[config.mk]
export PLATFORM = sky130hd
export DESIGN_NAME = uart_tx_arbiter_flat
export DESIGN_NICKNAME = d
export VERILOG_FILES = /design/src/rtl/uart_tx_arbiter_if.sv /design/src/rtl/uart_tx_arbiter.sv /design/src/flat_wrapper.sv
export SDC_FILE = /design/constraint.sdc
export NUM_CORES = 1
export LEC_CHECK = 0
export BUFFER_PORTS_ARGS = -buffer_cell sky130_fd_sc_hd__buf_4
export CAP_MARGIN = 30
export CORE_ASPECT_RATIO = 0.75
export CORE_MARGIN = 2
export CORE_UTILIZATION = 40
export CTS_CLUSTER_SIZE = 24
export DETAILED_ROUTE_END_ITERATION = 10
export HOLD_SLACK_MARGIN = 0.06
export PLACE_DENSITY = 0.7
export SYNTH_ARGS = -nofsm -noshare
export SYNTH_HDL_FRONTEND = slang
export SYNTH_SLANG_ARGS = --single-unit
[constraint.sdc]
create_clock -name clk -period 1.7 [get_ports clk]
set_clock_uncertainty 0.2 [all_clocks]
set_input_delay 0.085 -clock clk [delete_from_list [all_inputs] [get_ports clk]]
set_output_delay 0.085 -clock clk [all_outputs]
set_load 0.03 [all_outputs]
[src/rtl/uart_tx_arbiter_if.sv]
// Requester byte streams and the UART Tx write port shared by uart_tx_arbiter.
// The master modport is the arbiter's view; slave is the requester/UART side.
interface uart_tx_arbiter_if #(
  parameter int N = 2
);
  // Handshake: a requester holds req_valid/req_data/req_last stable until
  // req_ready[i] pulses for one cycle. That pulse is a registered acknowledge
  // of the byte sampled on the previous edge. uart_ready is a level; a data
  // write is only issued on an edge where it is high.
  logic [N-1:0]   req_valid;
  logic [8*N-1:0] req_data;
  logic [N-1:0]   req_last;
  logic [N-1:0]   req_ready;
  logic [N-1:0]   grant;

  logic           uart_ready;
  logic [31:0]    uart_addr;
  logic           uart_wr_en;
  logic [7:0]     uart_raw_data;
  logic [13:0]    uart_baud_divisor;
  logic           uart_tx_en;
  logic           uart_two_stop;
  logic           uart_odd_parity;

  modport master (
    input  req_valid, req_data, req_last, uart_ready,
    output req_ready, grant, uart_addr, uart_wr_en, uart_raw_data,
           uart_baud_divisor, uart_tx_en, uart_two_stop, uart_odd_parity
  );

  modport slave (
    output req_valid, req_data, req_last, uart_ready,
    input  req_ready, grant, uart_addr, uart_wr_en, uart_raw_data,
           uart_baud_divisor, uart_tx_en, uart_two_stop, uart_odd_parity
  );
endinterface

[src/rtl/uart_tx_arbiter.sv]
// Programs the UART baud/control registers, then shares its Tx data port among
// N requesters round-robin, one message (or MAX_BURST bytes) per grant.
module uart_tx_arbiter #(
  parameter int N         = 2,
  parameter int MAX_BURST = 16,
  parameter int WR_GAP    = 2
) (
  input  logic                clk,
  input  logic                reset,
  input  logic [13:0]         cfg_baud,
  input  logic                cfg_two_stop,
  input  logic                cfg_odd_parity,
  input  logic                cfg_update,
  uart_tx_arbiter_if.master   bus,
  output logic                busy,
  output logic [2:0]          o_dbg_state
);
  localparam int IW = (N > 1) ? $clog2(N) : 1;
  localparam int GW = $clog2(WR_GAP + 1);

  typedef enum logic [2:0] {
    CFG_BAUD = 3'd0,
    CFG_CTRL = 3'd1,
    ARB      = 3'd2,
    XFER     = 3'd3,
    GAP      = 3'd4
  } state_t;

  state_t          r_state, w_state;
  logic [IW-1:0]   r_ptr, w_ptr;
  logic [IW-1:0]   r_gidx, w_gidx;
  logic            r_pending, w_pending;
  logic [7:0]      r_burst, w_burst;
  logic [GW-1:0]   r_gap, w_gap;
  logic            r_last, w_last;
  logic            r_wr_en, w_wr_en;
  logic [31:0]     r_addr, w_addr;
  logic [7:0]      r_data, w_data;
  logic [13:0]     r_baud, w_baud;
  logic            r_tx_en, w_tx_en;
  logic            r_two_stop, w_two_stop;
  logic            r_odd, w_odd;
  logic [N-1:0]    r_req_ready, w_req_ready;
  logic [N-1:0]    r_grant, w_grant;
  logic            r_busy, w_busy;

  logic            w_found;
  logic [IW-1:0]   w_pick;
  logic [IW-1:0]   w_idx;

  // First valid requester at or above the pointer, wrapping.
  always_comb begin
    w_found = 1'b0;
    w_pick  = r_ptr;
    w_idx   = '0;
    for (int k = 0; k < N; k++) begin
      w_idx = IW'((int'(r_ptr) + k) % N);
      if (!w_found && bus.req_valid[w_idx]) begin
        w_found = 1'b1;
        w_pick  = w_idx;
      end
    end
  end

  always_comb begin
    w_state     = r_state;
    w_ptr       = r_ptr;
    w_gidx      = r_gidx;
    w_pending   = r_pending | cfg_update;
    w_burst     = r_burst;
    w_gap       = r_gap;
    w_last      = r_last;
    w_wr_en     = 1'b0;
    w_addr      = r_addr;
    w_data      = r_data;
    w_baud      = r_baud;
    w_tx_en     = r_tx_en;
    w_two_stop  = r_two_stop;
    w_odd       = r_odd;
    w_req_ready = '0;
    w_grant     = r_grant;

    case (r_state)
      CFG_BAUD: begin
        if (cfg_baud != 14'd0) begin
          w_wr_en = 1'b1;
          w_addr  = 32'hC;
          w_baud  = cfg_baud;
          w_state = CFG_CTRL;
        end
      end
      CFG_CTRL: begin
        w_wr_en    = 1'b1;
        w_addr     = 32'h4;
        w_tx_en    = 1'b1;
        w_two_stop = cfg_two_stop;
        w_odd      = cfg_odd_parity;
        // An update arriving now must survive the clear.
        w_pending  = cfg_update;
        w_state    = ARB;
      end
      ARB: begin
        w_grant = '0;
        if (r_pending) begin
          w_state = CFG_BAUD;
        end else if (w_found) begin
          w_grant[w_pick] = 1'b1;
          w_gidx          = w_pick;
          w_burst         = 8'd0;
          w_state         = XFER;
        end
      end
      XFER: begin
        if (bus.req_valid[r_gidx] && bus.uart_ready) begin
          w_req_ready[r_gidx] = 1'b1;
          w_wr_en             = 1'b1;
          w_addr              = 32'h0;
          w_data              = bus.req_data[8*r_gidx +: 8];
          w_burst             = r_burst + 8'd1;
          w_last              = bus.req_last[r_gidx];
          w_gap               = '0;
          w_state             = GAP;
        end
      end
      GAP: begin
        if (r_gap == GW'(WR_GAP - 1)) begin
          if (r_last || (r_burst == 8'(MAX_BURST))) begin
            w_ptr   = (r_gidx == IW'(N - 1)) ? '0 : r_gidx + 1'b1;
            w_grant = '0;
            w_state = ARB;
          end else begin
            w_state = XFER;
          end
        end else begin
          w_gap = r_gap + 1'b1;
        end
      end
      default: w_state = CFG_BAUD;
    endcase

    w_busy = (w_state != ARB);
  end

  always_ff @(posedge clk) begin
    if (reset) begin
      r_state     <= CFG_BAUD;
      r_ptr       <= '0;
      r_gidx      <= '0;
      r_pending   <= 1'b1;
      r_burst     <= 8'd0;
      r_gap       <= '0;
      r_last      <= 1'b0;
      r_wr_en     <= 1'b0;
      r_addr      <= 32'h0;
      r_data      <= 8'h0;
      r_baud      <= 14'h0;
      r_tx_en     <= 1'b0;
      r_two_stop  <= 1'b0;
      r_odd       <= 1'b0;
      r_req_ready <= '0;
      r_grant     <= '0;
      r_busy      <= 1'b1;
    end else begin
      r_state     <= w_state;
      r_ptr       <= w_ptr;
      r_gidx      <= w_gidx;
      r_pending   <= w_pending;
      r_burst     <= w_burst;
      r_gap       <= w_gap;
      r_last      <= w_last;
      r_wr_en     <= w_wr_en;
      r_addr      <= w_addr;
      r_data      <= w_data;
      r_baud      <= w_baud;
      r_tx_en     <= w_tx_en;
      r_two_stop  <= w_two_stop;
      r_odd       <= w_odd;
      r_req_ready <= w_req_ready;
      r_grant     <= w_grant;
      r_busy      <= w_busy;
    end
  end

  assign bus.uart_wr_en        = r_wr_en;
  assign bus.uart_addr         = r_addr;
  assign bus.uart_raw_data     = r_data;
  assign bus.uart_baud_divisor = r_baud;
  assign bus.uart_tx_en        = r_tx_en;
  assign bus.uart_two_stop     = r_two_stop;
  assign bus.uart_odd_parity   = r_odd;
  assign bus.req_ready         = r_req_ready;
  assign bus.grant             = r_grant;
  assign busy                  = r_busy;
  assign o_dbg_state           = r_state;
endmodule
[src/flat_wrapper.sv]
// flat-port wrapper written by rule: the top's interface ports become plain ports
module uart_tx_arbiter_flat 
#(
  parameter int N         = 2,
  parameter int MAX_BURST = 16,
  parameter int WR_GAP    = 2
)
  (clk, reset, cfg_baud, cfg_two_stop, cfg_odd_parity, cfg_update, busy, o_dbg_state, bus_req_valid, bus_req_data, bus_req_last, bus_uart_ready, bus_req_ready, bus_grant, bus_uart_addr, bus_uart_wr_en, bus_uart_raw_data, bus_uart_baud_divisor, bus_uart_tx_en, bus_uart_two_stop, bus_uart_odd_parity);
  uart_tx_arbiter_if #(.N(N)) bus_i ();
  input  logic clk;
  input  logic reset;
  input  logic [13:0] cfg_baud;
  input  logic cfg_two_stop;
  input  logic cfg_odd_parity;
  input  logic cfg_update;
  output logic busy;
  output logic [2:0] o_dbg_state;
  input wire logic [$bits(bus_i.req_valid)-1:0] bus_req_valid;
  input wire logic [$bits(bus_i.req_data)-1:0] bus_req_data;
  input wire logic [$bits(bus_i.req_last)-1:0] bus_req_last;
  input wire logic [$bits(bus_i.uart_ready)-1:0] bus_uart_ready;
  output wire logic [$bits(bus_i.req_ready)-1:0] bus_req_ready;
  output wire logic [$bits(bus_i.grant)-1:0] bus_grant;
  output wire logic [$bits(bus_i.uart_addr)-1:0] bus_uart_addr;
  output wire logic [$bits(bus_i.uart_wr_en)-1:0] bus_uart_wr_en;
  output wire logic [$bits(bus_i.uart_raw_data)-1:0] bus_uart_raw_data;
  output wire logic [$bits(bus_i.uart_baud_divisor)-1:0] bus_uart_baud_divisor;
  output wire logic [$bits(bus_i.uart_tx_en)-1:0] bus_uart_tx_en;
  output wire logic [$bits(bus_i.uart_two_stop)-1:0] bus_uart_two_stop;
  output wire logic [$bits(bus_i.uart_odd_parity)-1:0] bus_uart_odd_parity;
  assign bus_i.req_valid = bus_req_valid;
  assign bus_i.req_data = bus_req_data;
  assign bus_i.req_last = bus_req_last;
  assign bus_i.uart_ready = bus_uart_ready;
  assign bus_req_ready = bus_i.req_ready;
  assign bus_grant = bus_i.grant;
  assign bus_uart_addr = bus_i.uart_addr;
  assign bus_uart_wr_en = bus_i.uart_wr_en;
  assign bus_uart_raw_data = bus_i.uart_raw_data;
  assign bus_uart_baud_divisor = bus_i.uart_baud_divisor;
  assign bus_uart_tx_en = bus_i.uart_tx_en;
  assign bus_uart_two_stop = bus_i.uart_two_stop;
  assign bus_uart_odd_parity = bus_i.uart_odd_parity;
  uart_tx_arbiter #(.N(N), .MAX_BURST(MAX_BURST), .WR_GAP(WR_GAP)) u_core (.clk(clk), .reset(reset), .cfg_baud(cfg_baud), .cfg_two_stop(cfg_two_stop), .cfg_odd_parity(cfg_odd_parity), .cfg_update(cfg_update), .bus(bus_i), .busy(busy), .o_dbg_state(o_dbg_state));
endmodule
==> flow_summary_export.csv, run 1 <==
group,metric,value,unit
synth,yosysTopAreaCellShare,0.402,
synth,synth-seq-cells,50,
power,cellPowerDensity,725,mW/mm^2
clock_tree,h-tree-depth,2,
routing,wirelength,6650,um
clock_tree,cts_tree,"done",
floorplan,fp.dieW,95.2,um
placed_design,place.gp.congestion,0.874,
placed_design,hpwl,4440,um
placed_design,dp_slack,-0.0321,ns
power,p_leak,1.62,nW
worst_setup_path,r2r-start,"u_core.o_dbg_state[0]$_SDFF_PP0_",
worst_setup_path,worst_ep_required_time,1.71,ns
cells_and_area,final_cells,501,
sta,fmax,612,MHz
synth,synth_enable_flop_cells,0,
cells_and_area,fill_cells,488,
routing,via_count,2407,
sta,hold_ws,0.140,ns
power,power,2.73,mW
clock_tree,clkLatencyLatePin,0.30,ns
floorplan,initial_core_util,0.421,
clock_tree,clk_path_buf_depth,2,
grt,gr-usage-all-layers,0.187,
cells_and_area,antenna_cells,0,
floorplan,die_area,0.00689,sq mm
worst_setup_path,crit_start,"u_core.o_dbg_state[0]$_SDFF_PP0_",
synth,yosysUniqueCellTypes,47,
worst_setup_path,cp-end-kind,"flop",
grt,grt_pass1_wl,10200,um
synth,syn_area_per_cell,8.54,sq um
synth,yosys_warnings,0,
routing,wl_per_cell,13.3,um
synth,synth_area_leaders,"dfxtp_1, buf_4, a21oi_1",
sta,slew_violations,0,
clock_tree,cts_buffers,5,
worst_setup_path,cp.buffers_inverters,1,
clock_tree,cts.clk_slew.worst_paths,0.09,ns
cells_and_area,drive_gt1_frac,0.331,
cells_and_area,area_delta_synth_final,51.2,%
synth,syn_area,0.00249,sq mm
grt,grt_pass1_vias,2209,
worst_setup_path,crit_chain,"or2_2, nor2_2, buf_4, a21oi_1, a31o_2",
worst_setup_path,slowest_stage,"dfxtp_4",
sta,tns,0,ns
worst_setup_path,cp_data_arrival_time,1.64,ns
synth,synth_cells,292,
floorplan,rows,24,
worst_setup_path,criticalPathCategory,"flop to flop",
sta,fin_crit_sh,0.961,
worst_hold_path,hp-class,"primary input to flop",
routing,drc,0,
synth,ys.flop_type,"dfxtp_1",
routing,drt-initial-drc-count,138,
worst_setup_path,critPathMaxFanout,15,
floorplan,core,0.00592,sq mm
cells_and_area,final_common_cell,"buf_4",
worst_setup_path,max_stage_delay,0.39,ns
placed_design,dp_cells,454,
outcome,status,"complete, no violations",
sta,timing.final.ws_setup,0.0666,ns
cells_and_area,final_cell_mix,"buf_4, dfxtp_1, dlygate4sd3_1",
sta,post-route-min-period,1.63,ns
clock_tree,cts_setup_buffers,0,
power,peakVddDrop,0.402,mV
worst_hold_path,hp-start,"cfg_baud[11]",
synth,yosysTopAreaCell,"dfxtp_1",
grt,grt_overflow,0,
cells_and_area,postLayoutCoreUtil,0.637,
sta,finalSetupViolCount,0,
synth,async_flop_share,0,
placed_design,placed_cell_area,0.00319,sq mm
job,max-cap-violations,0,
grt,antenna_found_initial,0,
cells_and_area,fin_area,0.00377,sq mm
sta,finalHoldViolations,0,
clock_tree,cts.sinks,50,
cells_and_area,layout.nets,465,
floorplan,io_pins,106,
routing,viasPerCell,4.80,
floorplan,fp.dieH,72.4,um
worst_setup_path,crit_family,"simple AND/OR/NAND/NOR gates",
worst_setup_path,start_kind,"flop",
grt,grt_max_degree,28,
routing,first_pass_iters,4,
synth,synth-seq-area-share,0.402,
routing,ant_nets,0,
clock_tree,cts-root-buf,"clkbuf_8",
placed_design,port_buffers,75,
per-layer routing:
layer  share of wire  GRT usage  wire [um]
met5               0          0          0
met4          0.0086     0.0531         57
met3           0.065     0.0353        431
met1            0.48      0.259       3190
met2            0.45      0.300       2980
final timing paths:
check	end	slack, ns	depth (start not counted)
setup / recovery	u_core.bus.uart_baud_divisor[10]$_SDFFE_PP0P_	0.07	5
hold / removal	u_core.o_dbg_state[0]$_SDFF_PP0_	0.14	5
setup reg to reg	u_core.bus.uart_baud_divisor[10]$_SDFFE_PP0P_	0.07	5
hold reg to reg	u_core.bus.uart_baud_divisor[13]$_SDFFE_PP0P_	0.26	2
registers in the layout, summed over array words and instances, names as in the netlist:
| name | count |
|---|---|
| u_core.bus.grant | 2 |
| u_core.bus.req_ready | 2 |
| u_core.bus.uart_addr | 2 |
| u_core.bus.uart_baud_divisor | 14 |
| u_core.bus.uart_odd_parity | 1 |
| u_core.bus.uart_raw_data | 8 |
| u_core.bus.uart_two_stop | 1 |
| u_core.bus.uart_tx_en | 1 |
| u_core.bus.uart_wr_en | 1 |
| u_core.busy | 1 |
| u_core.o_dbg_state | 3 |
| u_core.r_burst | 8 |
| u_core.r_gap | 2 |
| u_core.r_gidx | 1 |
| u_core.r_last | 1 |
| u_core.r_pending | 1 |
| u_core.r_ptr | 1 |
synthesized netlist by cell type, drive strengths merged, types with 3 or more instances:
master / count
dfxtp: 50
buf: 37
nand2: 29
nor2: 26
a21oi: 25
o21ai: 13
clkbuf: 11
a31o: 10
a211oi: 9
mux2i: 9
nand3: 8
nand4: 6
inv: 5
nand2b: 4
o2111ai: 4
xor2: 4
a2111o: 3
and2: 3
ha: 3
nor2b: 3
nor4: 3
nor4b: 3
report_power, final:
part           leakage (nW)  internal, mW  switching [mW]
registers             0.412          1.23          0.0423
logic                  1.15         0.302           0.408
clock network        0.0521         0.337           0.414
total                  1.62          1.87           0.864
worst register-to-register path: cells and delay by family (launching register included):
family | cells | cell delay, ns
compound gates | 2 | 0.30
simple gates | 2 | 0.43
buf+inv | 1 | 0.22
flops | 1 | 0.39
layout make-up:
| cell class | count | area [sq um] | area share |
|---|---|---|---|
| Clock buffer | 6 | 82.6 | 0.0219 |
| Clock inverter | 2 | 15.0 | 0.00398 |
| Inverter | 6 | 22.5 | 0.00598 |
| Multi-Input combinational cell | 217 | 1360 | 0.361 |
| Sequential cell | 50 | 1020 | 0.270 |
| Tap cell | 78 | 97.6 | 0.0259 |
| Timing Repair Buffer | 142 | 1180 | 0.312 |
kinds of logic (layout without fill, tap and decap cells):
group / after synthesis / count (layout) / synth area share
simple gates: 96 / 96 / 0.195
compound gates: 73 / 73 / 0.197
buf+inv: 54 / 156 / 0.131
flops: 50 / 50 / 0.402
mux: 10 / 10 / 0.0407
xor+xnor: 5 / 5 / 0.0176
fa+ha+maj: 3 / 3 / 0.0151
other cells: 1 / 30 / 0.00150
repair_timing:
| item | in CTS | in global routing |
|---|---|---|
| hold buffers | 39 | 0 |
| cloned | 0 | 0 |
| endpoints found under the setup margin | 1 | 16 |
| resized for setup | 1 | 17 |
| endpoints found under the hold margin | 38 | 0 |
| pin swaps | 0 | 2 |
Note: power is estimated with default switching activity, not from simulation.
==> run 2: changes to the inputs <==
Settings changed: CORE_MARGIN 2 to not set.
==> run 2 against run 1 <==
Effect of this change:
- total power grew 5.0%
- critical path depth is 2 higher
- cell count is 1.2% higher
- wire length increased by 4.0%
- critical path type is now primary input to flop
- highest routed layer unchanged
==> flow_summary_export.csv, run 2 (synthesis gave the netlist of run 1 again) <==
group,metric,value,unit
outcome,status,"complete, no violations",
clock_tree,cts.sinks,50,
clock_tree,h-tree-depth,2,
worst_setup_path,critPathMaxFanout,5,
worst_setup_path,cp_data_arrival_time,1.65,ns
power,power,2.87,mW
placed_design,place.gp.congestion,0.845,
cells_and_area,fin_area,0.00385,sq mm
clock_tree,cts.clk_slew.worst_paths,0.09,ns
clock_tree,cts_tree,"done",
sta,rsz0062_at_grt,"true",
cells_and_area,fill_cells,470,
routing,drt-initial-drc-count,162,
sta,post-route-min-period,1.65,ns
job,max-cap-violations,0,
floorplan,fp.dieH,70.4,um
floorplan,initial_core_util,0.421,
sta,tns,0,ns
cells_and_area,multiInputGateArea,0.00136,sq mm
floorplan,die_area,0.00655,sq mm
worst_setup_path,crit_start,"bus_req_valid[0]",
clock_tree,cts-root-buf,"clkbuf_8",
sta,finalSetupViolCount,0,
worst_setup_path,criticalPathCategory,"primary input to flop",
sta,fmax,606,MHz
power,swShare,0.310,
routing,wirelength,6920,um
clock_tree,clk_path_buf_depth,2,
cells_and_area,final_cells,507,
placed_design,dp_cells,452,
grt,grt_pass1_vias,2334,
clock_tree,clkLatencyLatePin,0.31,ns
worst_setup_path,worstReg2RegEnd,"u_core.r_burst[7]$_SDFFE_PP0P_",
sta,slew_violations,0,
power,power.internal,1.98,mW
routing,wl_per_cell,13.6,um
routing,via_count,2504,
grt,grt_overflow,0,
sta,fin_crit_sh,0.970,
cells_and_area,regArea,0.00101,sq mm
clock_tree,cts_buffers,5,
cells_and_area,final_cell_mix,"buf_4, dfxtp_1, dlygate4sd3_1",
worst_setup_path,endpoint,"u_core.o_dbg_state[0]$_SDFF_PP0_",
cells_and_area,drive_gt1_frac,0.343,
worst_setup_path,cp-end-kind,"flop",
worst_setup_path,r2r_setup_slack,0.06,ns
grt,antenna_found_initial,0,
power,power_frac_clock,0.297,
cells_and_area,area_delta_synth_final,54.6,%
floorplan,core,0.00592,sq mm
sta,timing.final.ws_setup,0.0511,ns
power,combPwrFrac,0.259,
routing,first_pass_iters,4,
floorplan,fp.dieW,93.2,um
worst_setup_path,start_kind,"primary input",
worst_setup_path,reg2regPathDepth,5,
grt,gr-usage-all-layers,0.207,
cells_and_area,postLayoutCoreUtil,0.651,
cells_and_area,layout.nets,471,
power,power.switching,0.889,mW
worst_hold_path,hp-start,"reset",
grt,grt_max_degree,29,
worst_setup_path,worst_ep_required_time,1.70,ns
floorplan,io_pins,106,
worst_setup_path,r2r-start,"u_core.r_burst[2]$_SDFFE_PP0P_",
power,peakVddDrop,0.449,mV
routing,drc,0,
worst_hold_path,hp-class,"primary input to flop",
cells_and_area,final_common_cell,"buf_4",
sta,finalHoldViolations,0,
routing,viasPerCell,4.94,
placed_design,placed_cell_area,0.00319,sq mm
placed_design,dp_slack,-0.0133,ns
grt,grt_pass1_wl,10900,um
cells_and_area,antenna_cells,0,
power,cellPowerDensity,745,mW/mm^2
power,seq_power_share,0.444,
floorplan,rows,24,
power,p_leak,1.66,nW
routing,ant_nets,0,
placed_design,port_buffers,75,
cells_and_area,largest_reg_flops,14,
placed_design,hpwl,4350,um
sta,hold_ws,0.106,ns
## run 2: worst max-delay path: stages
cell           delay (ns)
dlygate4sd3_1        0.54
buf_4                0.15
or2_4                0.25
nand2_1              0.15
buf_4                0.17
nand2_1              0.05
o31a_1               0.26
## run 2: cell type report
| class | instances | share of cell area |
|---|---|---|
| clock buffer | 7 | 0.0279 |
| clock inverter | 1 | 0.00227 |
| inverter | 6 | 0.00584 |
| multi-input combinational | 217 | 0.352 |
| sequential | 50 | 0.263 |
| tap | 78 | 0.0253 |
| timing repair buffer | 148 | 0.323 |
## run 2: worst min path at each step
stage / cells after the start / endpoint
finish: 3 / u_core.busy$_SDFF_PP1_
CTS: 3 / u_core.busy$_SDFF_PP1_
detailed placement: 3 / u_core.r_pending$_SDFF_PP1_
floorplan: 2 / u_core.r_pending$_SDFF_PP1_
global placement: 3 / u_core.r_pending$_SDFF_PP1_
global route: 3 / u_core.bus.req_ready[1]$_SDFF_PP0_
## run 2: routing by layer
layer  track usage  part of all wire
met1         0.279              0.45
met2         0.350              0.48
met5             0                 0
met3        0.0392             0.063
met4        0.0308            0.0038
## run 2: power by group through the flow
stage | Combinational (mW) | Sequential, mW | Clock, mW
6_report | 0.744 | 1.27 | 0.853
3_5_place_dp | 0.626 | 1.30 | 0
3_3_place_gp | 0.620 | 1.30 | 0
5_1_grt | 0.796 | 1.28 | 0.909
2_1_floorplan | 0.327 | 1.40 | 0
4_1_cts | 0.704 | 1.27 | 0.863
## run 2: what timing repair did
action,in CTS,in global routing
pin swaps,0,3
cloned,0,1
endpoints found under the hold margin,38,5
endpoints found under the setup margin,1,24
setup buffers,0,4
hold buffers,41,1
gates resized for setup,1,22
